<file path="src/rtl/cnt_evt_pkg.sv">
// Shared constants and event-type encodings for the counter event-capture block.
package cnt_evt_pkg;

   localparam int unsigned DEPTH_DEFAULT = 4;
   localparam logic [7:0]  DROP_MAX      = 8'd255;

   typedef enum logic [1:0] {
      EVT_NONE = 2'b00,
      EVT_RCO  = 2'b01,
      EVT_LOAD = 2'b10,
      EVT_BOTH = 2'b11
   } evt_type_e;

   function automatic evt_type_e evt_code(input logic load, input logic rco);
      return evt_type_e'({load, rco});
   endfunction

endpackage

</file>
<file path="src/rtl/cnt_evt_fifo.sv">
// First-word-fall-through FIFO: head entry is visible on head_data with no read latency.
module cnt_evt_fifo #(
   parameter int unsigned WIDTH = 32,
   parameter int unsigned DEPTH = 4
) (
   input  logic                   clk,
   input  logic                   rst_n,
   input  logic                   push,
   input  logic [WIDTH-1:0]       push_data,
   input  logic                   pop,
   output logic [WIDTH-1:0]       head_data,
   output logic                   full,
   output logic                   empty,
   output logic [$clog2(DEPTH):0] count
);

   localparam int unsigned AW       = $clog2(DEPTH);
   localparam logic [AW:0] FULL_CNT = DEPTH[AW:0];

   logic [WIDTH-1:0] mem [DEPTH];
   logic [AW-1:0]    wptr;
   logic [AW-1:0]    rptr;
   logic             push_eff;
   logic             pop_eff;

   assign empty     = (count == '0);
   assign full      = (count == FULL_CNT);
   assign pop_eff   = pop && !empty;
   // A push into a full FIFO is accepted only when the head leaves on the same edge
   assign push_eff  = push && (!full || pop_eff);
   assign head_data = mem[rptr];

   always_ff @(posedge clk or negedge rst_n) begin
      if (!rst_n) begin
         wptr  <= '0;
         rptr  <= '0;
         count <= '0;
         for (int unsigned i = 0; i < DEPTH; i++) begin
            mem[i] <= '0;
         end
      end else begin
         if (push_eff) begin
            mem[wptr] <= push_data;
            wptr      <= wptr + 1'b1;
         end
         if (pop_eff) begin
            rptr <= rptr + 1'b1;
         end
         if (push_eff && !pop_eff) begin
            count <= count + 1'b1;
         end else if (pop_eff && !push_eff) begin
            count <= count - 1'b1;
         end
      end
   end

endmodule

</file>
<file path="src/rtl/cnt_event_capture.sv">
// Captures counter rco/load events with the current Q and mode into an FWFT FIFO,
// counting (saturating) events lost to a full FIFO.
module cnt_event_capture
   import cnt_evt_pkg::*;
#(
   parameter int unsigned DEPTH = DEPTH_DEFAULT,
   parameter int unsigned W     = 32
) (
   input  logic                   clk,
   input  logic                   reset,
   input  logic                   cap_en,
   input  logic [W-1:0]           Q_32b,
   input  logic                   rco_32b,
   input  logic                   load_32b,
   input  logic [1:0]             mode,
   input  logic                   evt_ready,
   output logic                   evt_valid,
   output logic [W-1:0]           evt_data,
   output logic [1:0]             evt_type,
   output logic [1:0]             evt_mode,
   output logic [$clog2(DEPTH):0] fifo_count,
   output logic [7:0]             drop_cnt
);

   localparam int unsigned EW = W + 4;

   logic          evt_hit;
   logic          drop;
   logic          fifo_full;
   logic          fifo_empty;
   logic [1:0]    type_code;
   logic [EW-1:0] push_entry;
   logic [EW-1:0] head_entry;

   assign type_code  = evt_code(load_32b, rco_32b);
   assign evt_hit    = cap_en && (rco_32b || load_32b);
   assign push_entry = {type_code, mode, Q_32b};
   // When full, only a same-edge pop makes room; full implies the head is valid
   assign drop       = evt_hit && fifo_full && !evt_ready;

   cnt_evt_fifo #(
      .WIDTH (EW),
      .DEPTH (DEPTH)
   ) u_fifo (
      .clk       (clk),
      .rst_n     (reset),
      .push      (evt_hit),
      .push_data (push_entry),
      .pop       (evt_ready),
      .head_data (head_entry),
      .full      (fifo_full),
      .empty     (fifo_empty),
      .count     (fifo_count)
   );

   assign evt_valid = !fifo_empty;
   assign evt_type  = head_entry[W+3:W+2];
   assign evt_mode  = head_entry[W+1:W];
   assign evt_data  = head_entry[W-1:0];

   always_ff @(posedge clk or negedge reset) begin
      if (!reset) begin
         drop_cnt <= '0;
      end else if (drop && (drop_cnt != DROP_MAX)) begin
         drop_cnt <= drop_cnt + 1'b1;
      end
   end

endmodule

</file>
<file path="config.mk">
export PLATFORM = sky130hd
export DESIGN_NAME = cnt_event_capture
export DESIGN_NICKNAME = d
export VERILOG_FILES = /design/src/rtl/cnt_evt_pkg.sv /design/src/rtl/cnt_evt_fifo.sv /design/src/rtl/cnt_event_capture.sv
export SDC_FILE = /design/constraint.sdc
export NUM_CORES = 1
export LEC_CHECK = 0
export BUFFER_PORTS_ARGS = -buffer_cell sky130_fd_sc_hd__buf_2
export CAP_MARGIN = 20
export CORE_MARGIN = 4
export CORE_UTILIZATION = 40
export CTS_CLUSTER_SIZE = 20
export DETAILED_ROUTE_END_ITERATION = 12
export SLEW_MARGIN = 25
export SYNTH_ARGS = -nofsm -noshare
export SYNTH_HDL_FRONTEND = slang
export SYNTH_SLANG_ARGS = --single-unit
</file>
<file path="constraint.sdc">
create_clock -name clk -period 3 [get_ports clk]
set_clock_uncertainty 0.2 [all_clocks]
set_input_delay 0.3 -clock clk [delete_from_list [all_inputs] [get_ports clk]]
set_output_delay 0.3 -clock clk [all_outputs]
set_load 0.01 [all_outputs]
</file>
==> results of run 1 <==
placed cells by master, fill, tap and decap left out, types with 3 or more instances in the layout:
master / count
buf_12: 3
buf_2: 86
bufinv_16: 5
clkbuf_16: 17
clkbuf_8: 5
clkinv_2: 3
dfrtp_1: 157
dlygate4sd3_1: 38
ha_1: 6
inv_1: 4
mux2_2: 26
mux2_4: 120
mux4_2: 36
nand2_1: 6
nand2_8: 4
nand3_1: 3
nand4_1: 4
nor2_1: 4
xnor2_1: 9
xor2_1: 4
kinds of logic after synthesis:
family / count (synthesis) / share of synthesized area [%]
fa+ha+maj: 7 / 1.24
simple gates: 25 / 2.72
buf+inv: 25 / 4.11
xor+xnor: 13 / 1.49
compound gates: 3 / 0.327
flops: 159 / 52.1
mux: 182 / 38.0
sequential cells by signal, indices dropped and copies added, names as in the netlist:
register / count
u_fifo.wptr: 2
u_fifo.count: 3
u_fifo.rptr: 2
u_fifo.mem: 144
drop_cnt: 8
timing repair:
action / 4_1_cts / 5_1_grt
setup endpoints to repair: 0 / 0
gates resized for setup: 0 / 0
hold endpoints to repair: 195 / 0
hold buffers: 38 / 0
worst max-delay path by stage:
stage,from,cells past startpoint,endpoint
finish,load_32b,10,u_fifo.count[2]$_DFFE_PN0P_
global route,load_32b,10,u_fifo.count[2]$_DFFE_PN0P_
CTS,load_32b,10,u_fifo.count[2]$_DFFE_PN0P_
detailed placement,load_32b,9,u_fifo.count[2]$_DFFE_PN0P_
global placement,load_32b,9,u_fifo.count[2]$_DFFE_PN0P_
floorplan,u_fifo.count[0]$_DFFE_PN0P_,8,u_fifo.count[2]$_DFFE_PN0P_
layer usage:
| layer | up-vias | track usage (%) | part of all wire [%] |
|---|---|---|---|
| met5 | - | 0 | 0 |
| met2 | 93 | 22.8 | 47 |
| met4 | 0 | 4.23 | 0.91 |
| li1 | 1786 | - | - |
| met3 | 11 | 4.03 | 4.0 |
| met1 | 2101 | 21.0 | 48 |
tightest hold or removal path, stage by stage:
cell and delay, ns:
buf_2 0.09, o21a_2 0.13, nand4_1 0.13, xnor2_1 0.07
where the power goes:
part           leakage, nW  internal [mW]  switching (mW)
Clock                0.328           1.58           0.848
Combinational         2.20           2.77            1.66
Sequential            1.90           3.21           0.674
stage by stage:
| step | instances | total power, mW |
|---|---|---|
| after floorplan | 414 | 7.17 |
| after global placement | 719 | 8.24 |
| after detailed placement | 719 | 8.36 |
| after CTS | 789 | 10.9 |
| after global routing | 789 | 11.4 |
| final | 789 | 10.7 |
area by class of cell:
class | count | area [µm²]
repair buffers | 130 | 897
well taps | 234 | 293
multi-input cells | 230 | 3350
clock inverters | 10 | 180
fillers | 1572 | 9560
flip-flops and latches | 159 | 3980
clock buffers | 22 | 494
inverters | 4 | 15.0
==> results.yml, run 1 <==
setup_path:
  cp_top_family: "buffers and inverters"
  path_cells: "dlygate4sd3_1 -> buf_2 -> o21a_2 -> nor2b_4 -> ha_1 -> inv_1 -> fa_1 -> xor2_1 -> nor2_1 -> xor2_1"
  worst_setup_path_end_kind: "flip-flop"
  r2r_cells: 8
  crit_fanout: 8
  reg2reg_setup_slack_ns: 0.50
  crit_arrival_ns: 2.83
  r2r-start: "u_fifo.count[2]$_DFFE_PN0P_"
  crit_slowest_cell: "dlygate4sd3_1"
  critPathKind: "in -> reg"
  critPathMaxStageDelay_ns: 0.51
  reg2reg_to: "u_fifo.count[2]$_DFFE_PN0P_"
  path_common_cell: "xor2_1"
  cp.required_ns: 3.15
  crit_path_start_kind: "input pin"
  critPathBufInv: 3
routing:
  routed_wl_um: 15200
  drtPass1Iterations: 4
  antenna_left: 0
  drc: 0
  drt-initial-drc-count: 179
  routedWlPerCell_um: 19.3
  num_vias: 3991
  vias_per_cell: 5.06
hold_path:
  min_to: "drop_cnt[4]$_DFFE_PN0P_"
  hold_path_startpoint: "cap_en"
  hp-class: "in -> reg"
  min_path_cells: 4
floorplanning:
  chipWidth_um: 146
  die_h_um: 146
  dieArea_mm2: 0.0214
  rows: 50
  fp.coreArea_mm2: 0.0188
  ioPinCount: 88
  start_util_pct: 40.7
placed_design:
  port_buffers: 87
  dpl_worst_slack_ns: 0.397
  place_hpwl_um: 9210
  place_area_mm2: 0.00815
  place.gp.congestion: 0.821
final_layout:
  drive_gt1_share_pct: 56.9
  nets: 589
  postLayoutCoreUtil_pct: 49.1
  antenna_cells: 0
  design_area_mm2: 0.00921
  syn2layout_area_growth_pct: 20.5
global_route:
  grt_pass1_vias: 4468
  gr-total-overflow: 0
  grt_max_degree: 61
  antenna_found_initial: 0
  track_usage_pct: 14.9
  grt_pass1_wl_um: 24800
clock_network:
  post_cts_buffers: 0
  cts_max_level: 4
  clk_latency_ns: 0.42
  numCtsBuffers: 17
  clk_pin_slew_ns: 0.06
  cts_tree: "yes"
  cts-root-buf: "clkbuf_16"
  cts.sinks: 159
  clk_path_buf_depth: 2
yosys:
  synth.distinct_cells: 25
  synth_edf_count: 0
  postSynth.asyncResetShare_pct: 100
  syn_avg_cell_area_um2: 18.5
  syn_inst: 414
  synth_seq_cells: 159
  netlist_area_mm2: 0.00764
  synth_top_area_share_pct: 52.1
  syn_nets: 461
  yosys_warnings: 0
  ys_seq_area_share_pct: 52.1
  ys_top_cells_by_area: "dfrtp_1 (52%), mux2_4 (24%), mux4_2 (11%)"
  yosys.area.top_type: "dfrtp_1"
  synth_ff_type: "dfrtp_1"
  synth_most_common_cell: "dfrtp_1"
  synth_common_cells: "dfrtp_1 (159), mux2_4 (120), mux4_2 (36), mux2_2 (26), buf_12 (13)"
sta:
  whs_ns: 0.138
  finalSetupViolations: 0
  timing.setup.tns_ns: 0
  final-hold-violation-count: 0
  maxSlewHeadroom_pct: 63.3
  timing.fmax_mhz: 372
  rsz0062_at_grt: "false"
  min_period_over_period_pct: 89.5
  slew_violations: 0
  tightestPinTransition_ns: 0.550
  setup_ws_ns: 0.314
  layout_min_cycle_time_ns: 2.69
job:
  maxCapViolations: 0
power_and_ir_drop:
  ir_worst_vdd_uv: 645
  p_per_area_mw_per_mm2: 1170
  power.leakage_nw: 4.43
status:
  status: "completed"
Note: power is estimated with default switching activity, not from simulation.
==> run 2, diff against run 1 <==
Clock period 3 ns to 2.28 ns, I/O delays scaled along.
==> results.yml, run 2 (synthesis gave the netlist of run 1 again) <==
status:
  status: "completed"
placed_design:
  place.gp.congestion: 0.800
  dpl_worst_slack_ns: -0.00346
  dp.cells: 736
  place_hpwl_um: 10200
  port_buffers: 87
sta:
  final-hold-violation-count: 0
  maxSlewHeadroom_pct: 60.3
  tightestPinTransition_ns: 0.596
  finalSetupViolations: 0
  timing.fmax_mhz: 450
  rsz0062_at_grt: "true"
  setup_ws_ns: 0.0566
  slew_violations: 0
  layout_min_cycle_time_ns: 2.22
  min_period_over_period_pct: 97.5
  whs_ns: 0.0724
global_route:
  grt_max_degree: 62
  gr-total-overflow: 0
  antenna_found_initial: 0
  track_usage_pct: 15.5
  grt_pass1_wl_um: 26100
  grt_pass1_vias: 4787
clock_network:
  numCtsBuffers: 17
  cts-root-buf: "clkbuf_16"
  clk_pin_slew_ns: 0.06
  cts.sinks: 159
  clk_path_buf_depth: 2
  cts_max_level: 4
  clk_latency_ns: 0.42
  cts_tree: "yes"
setup_path:
  reg2reg_setup_slack_ns: 0.06
  path_cells: "buf_12 -> mux4_2 -> buf_6"
  crit_path_start_kind: "flip-flop"
  cp.depth: 3
  crit_arrival_ns: 1.80
  cp-endpoint: "evt_type[0]"
  cp.required_ns: 1.85
  crit_fanout: 16
  critPathLaunch: "u_fifo.rptr[0]$_DFFE_PN0P_"
  reg2reg_to: "u_fifo.count[2]$_DFFE_PN0P_"
  critPathMaxStageDelay_ns: 0.57
  r2r_cells: 8
  crit_slowest_cell: "mux4_2"
  worst_setup_path_end_kind: "primary output"
  critPathKind: "reg -> out"
  r2r-start: "u_fifo.count[0]$_DFFE_PN0P_"
  critPathBufInv: 2
  cp_top_family: "multiplexers"
final_layout:
  reg_top3: "u_fifo.mem: 144 flops, drop_cnt: 8 flops, u_fifo.count: 3 flops"
  syn2layout_area_growth_pct: 24.4
  final_common_cell: "dfrtp_1"
  fillCellCount: 1575
  drive_gt1_share_pct: 58.8
  multi_input_area_mm2: 0.00337
  antenna_cells: 0
  layout_common_cells: "dfrtp_1 (155), mux2_4 (120), buf_2 (75)"
  nets: 609
  seqCellArea_mm2: 0.00398
  finalNonFillerCells: 809
  largest_reg_flops: 144
  max_flop_register: "u_fifo.mem"
hold_path:
  hp-class: "in -> reg"
power_and_ir_drop:
  power.leakage_nw: 4.56
  ir_worst_vdd_uv: 743
  p_per_area_mw_per_mm2: 1510
routing:
  drc: 0
  num_vias: 4115
  vias_per_cell: 5.09
  routed_wl_um: 16100
  antenna_left: 0
  drtPass1Iterations: 4
  routedWlPerCell_um: 19.9
  drt-initial-drc-count: 204
floorplanning:
  chipWidth_um: 146
  die_h_um: 146
  ioPinCount: 88
  start_util_pct: 40.7
  fp.coreArea_mm2: 0.0188
  dieArea_mm2: 0.0214
  rows: 50
job:
  maxCapViolations: 0
## run 2: where the power goes
| part | switching, mW | internal [mW] |
|---|---|---|
| Sequential | 0.869 | 4.23 |
| Clock | 1.14 | 1.63 |
| Combinational | 2.34 | 4.15 |
| Total | 4.35 | 10.0 |
## run 2: how the worst min path moves through the flow
| stage | from | end | slack [ns] | depth (start not counted) |
|---|---|---|---|---|
| 5_1_grt | cap_en | drop_cnt[4]$_DFFE_PN0P_ | 0.09 | 4 |
| 2_1_floorplan | reset | drop_cnt[0]$_DFFE_PN0P_ | -0.27 | 0 |
| 4_1_cts | cap_en | drop_cnt[4]$_DFFE_PN0P_ | 0.07 | 4 |
| 6_report | cap_en | drop_cnt[4]$_DFFE_PN0P_ | 0.07 | 4 |
| 3_3_place_gp | reset | u_fifo.mem[78]$_DFFE_PN0P_ | 0.05 | 1 |
| 3_5_place_dp | reset | u_fifo.mem[6]$_DFFE_PN0P_ | 0.07 | 1 |
## run 2: timing repair
item,4_1_cts,5_1_grt
gates resized for setup,12,5
hold endpoints to repair,203,0
pin swaps,0,3
endpoints found under the setup margin,10,32
hold buffers,38,0
cloned,0,1
buffers inserted,0,2
## run 2: area by class of cell
| class | count | share of cell area (%) |
|---|---|---|
| Sequential cell | 159 | 41.9 |
| Clock inverter | 11 | 1.22 |
| Clock buffer | 21 | 4.74 |
| Tap cell | 234 | 3.08 |
| Multi-Input combinational cell | 230 | 35.5 |
| Timing Repair Buffer | 150 | 13.4 |
| Inverter | 4 | 0.158 |
## run 2: worst min-delay path: stages
cell,delay (ns)
buf_2,0.11
o21a_2,0.13
nand4_1,0.11
xnor2_1,0.07
## run 2: stage by stage
stage	total power, mW	setup TNS, ns	utilization, %	cell area, µm²
floorplan	9.44	0	-	7640
global placement	11.0	0	44.9	8420
detailed placement	11.3	-0.00346	44.9	8420
CTS	14.4	-0.0642	50.3	9430
global route	15.2	-0.216	50.6	9510
finish	14.4	0	50.6	9510
## run 2: layer usage
metal / vias to the layer above / GRT usage [%] / wire (µm)
li1: 1813 / - / -
met1: 2207 / 21.4 / 7600
met2: 86 / 24.1 / 7660
met3: 9 / 4.75 / 683
met4: 0 / 4.00 / 133
met5: - / 0 / 0
==> run 3, diff against run 2 <==
Settings changed: GPL_TIMING_DRIVEN set to 0, HOLD_SLACK_MARGIN set to 0.05, REMOVE_ABC_BUFFERS set to 1.
==> results.yml, run 3 (synthesis gave the netlist of run 1 again) <==
status:
  status: "completed"
sta:
  timing.fmax_mhz: 444
  rsz0062_at_grt: "true"
  min_period_over_period_pct: 98.7
  setup_ws_ns: 0.0293
  layout_min_cycle_time_ns: 2.25
  slew_violations: 0
  tightestPinTransition_ns: 0.588
  timing.setup.tns_ns: 0
  final-hold-violation-count: 0
  finalSetupViolations: 0
  maxSlewHeadroom_pct: 60.8
  whs_ns: 0.173
global_route:
  gr-total-overflow: 0
  track_usage_pct: 15.2
  grt_pass1_wl_um: 25700
  antenna_found_initial: 0
  grt_pass1_vias: 4681
  grt_max_degree: 86
routing:
  antenna_left: 0
  vias_per_cell: 5.13
  drtPass1Iterations: 4
  drt-initial-drc-count: 178
  routedWlPerCell_um: 20.1
  drc: 0
  routed_wl_um: 16000
  num_vias: 4070
final_layout:
  antenna_cells: 0
  final_common_cell: "dfrtp_1"
  layout_common_cells: "dfrtp_1 (155), mux2_4 (133), buf_2 (75)"
  max_flop_register: "u_fifo.mem"
  postLayoutCoreUtil_pct: 50.1
  reg_top3: "u_fifo.mem: 144 flops, drop_cnt: 8 flops, u_fifo.count: 3 flops"
  largest_reg_flops: 144
  drive_gt1_share_pct: 57.5
  syn2layout_area_growth_pct: 23.0
  design_area_mm2: 0.00940
  nets: 594
setup_path:
  critPathMaxStageDelay_ns: 0.53
  crit_arrival_ns: 2.34
  crit_path_start_kind: "input pin"
  critPathKind: "in -> reg"
  cp.depth: 7
  critPathBufInv: 3
  worst_setup_path_end_kind: "flip-flop"
  cp.required_ns: 2.37
  crit_fanout: 36
  path_cells: "dlygate4sd3_1 -> buf_2 -> nor4b_4 -> nor2b_4 -> buf_12 -> nand2_8 -> mux2_2"
  cp_top_family: "buffers and inverters"
  crit_slowest_cell: "dlygate4sd3_1"
  r2r_cells: 5
power_and_ir_drop:
  power.leakage_nw: 4.53
  p_per_area_mw_per_mm2: 1540
  ir_worst_vdd_uv: 631
clock_network:
  cts_max_level: 4
  clk_latency_ns: 0.41
  cts.sinks: 159
  cts_tree: "yes"
  numCtsBuffers: 17
  cts-root-buf: "clkbuf_16"
  clk_path_buf_depth: 2
  clk_pin_slew_ns: 0.06
floorplanning:
  chipWidth_um: 146
  ioPinCount: 88
  die_h_um: 146
  start_util_pct: 40.7
  dieArea_mm2: 0.0214
  rows: 50
  fp.coreArea_mm2: 0.0188
placed_design:
  port_buffers: 87
  place_hpwl_um: 8860
  place_area_mm2: 0.00813
  dpl_worst_slack_ns: -0.219
  place.gp.congestion: 0.793
hold_path:
  hp-class: "in -> async"
job:
  maxCapViolations: 0
run 3: cell count changes in the layout (fill, tap and decap cells not counted), sizes merged:
cell	delta
dlygate4sd3	+1
clkinv	-3
clkinvlp	-1
bufinv	+1
inv	+1
clkbuf	+2
buf	-16
run 3: worst reg2reg max path: stages (launching register included):
cell and delay, ns:
dfrtp_2 0.44, nor4b_4 0.39, nor2b_4 0.10, buf_12 0.17
nand2_8 0.36, mux2_2 0.44
run 3: per-layer routing:
layer | GRT usage (%) | wire length [µm]
met1 | 20.8 | 7550
met5 | 0 | 0
met2 | 24.3 | 7630
met3 | 4.31 | 651
met4 | 3.53 | 129
run 3: cell type report:
cell class              instances  area, µm²
well taps                     234        293
clock buffers                  23        468
inverters                       4       15.0
repair buffers                135       1070
multi-input cells             230       3420
fillers                      1575       9370
clock inverters                 9        133
flip-flops and latches        159       3990
run 3: repair_timing:
item	4_1_cts	5_1_grt
resized for setup	2	31
pin swaps	0	6
endpoints found under the setup margin	38	28
buffers inserted	5	1
hold buffers	39	0
hold endpoints to repair	221	0
cloned	0	1
run 3: power by group:
group / internal [mW] / leakage (nW) / total, mW / switching, mW
registers: 4.24 / 1.90 / 5.14 / 0.896
clock network: 1.78 / 0.288 / 2.92 / 1.13
logic: 4.11 / 2.34 / 6.44 / 2.33
run 3: final timing paths:
kind                                                   from                     endpoint  slack (ns)
worst min register to register   u_fifo.mem[63]$_DFFE_PN0P_   u_fifo.mem[63]$_DFFE_PN0P_        0.30
min in group clk                 u_fifo.mem[63]$_DFFE_PN0P_   u_fifo.mem[63]$_DFFE_PN0P_        0.30
max in group asynchronous                             reset   u_fifo.rptr[1]$_DFFE_PN0P_        0.85
worst max-delay path                              evt_ready    u_fifo.mem[1]$_DFFE_PN0P_        0.03
worst max register to register  u_fifo.count[0]$_DFFE_PN0P_    u_fifo.mem[1]$_DFFE_PN0P_        0.07
worst min-delay path                                  reset  u_fifo.mem[138]$_DFFE_PN0P_        0.17
run 3: metrics by stage:
step                std cells  total power [mW]
floorplan                 393              9.19
global placement          714              10.8
detailed placement        716              10.9
CTS                       792              14.2
global route              794              15.3
finish                    794              14.5
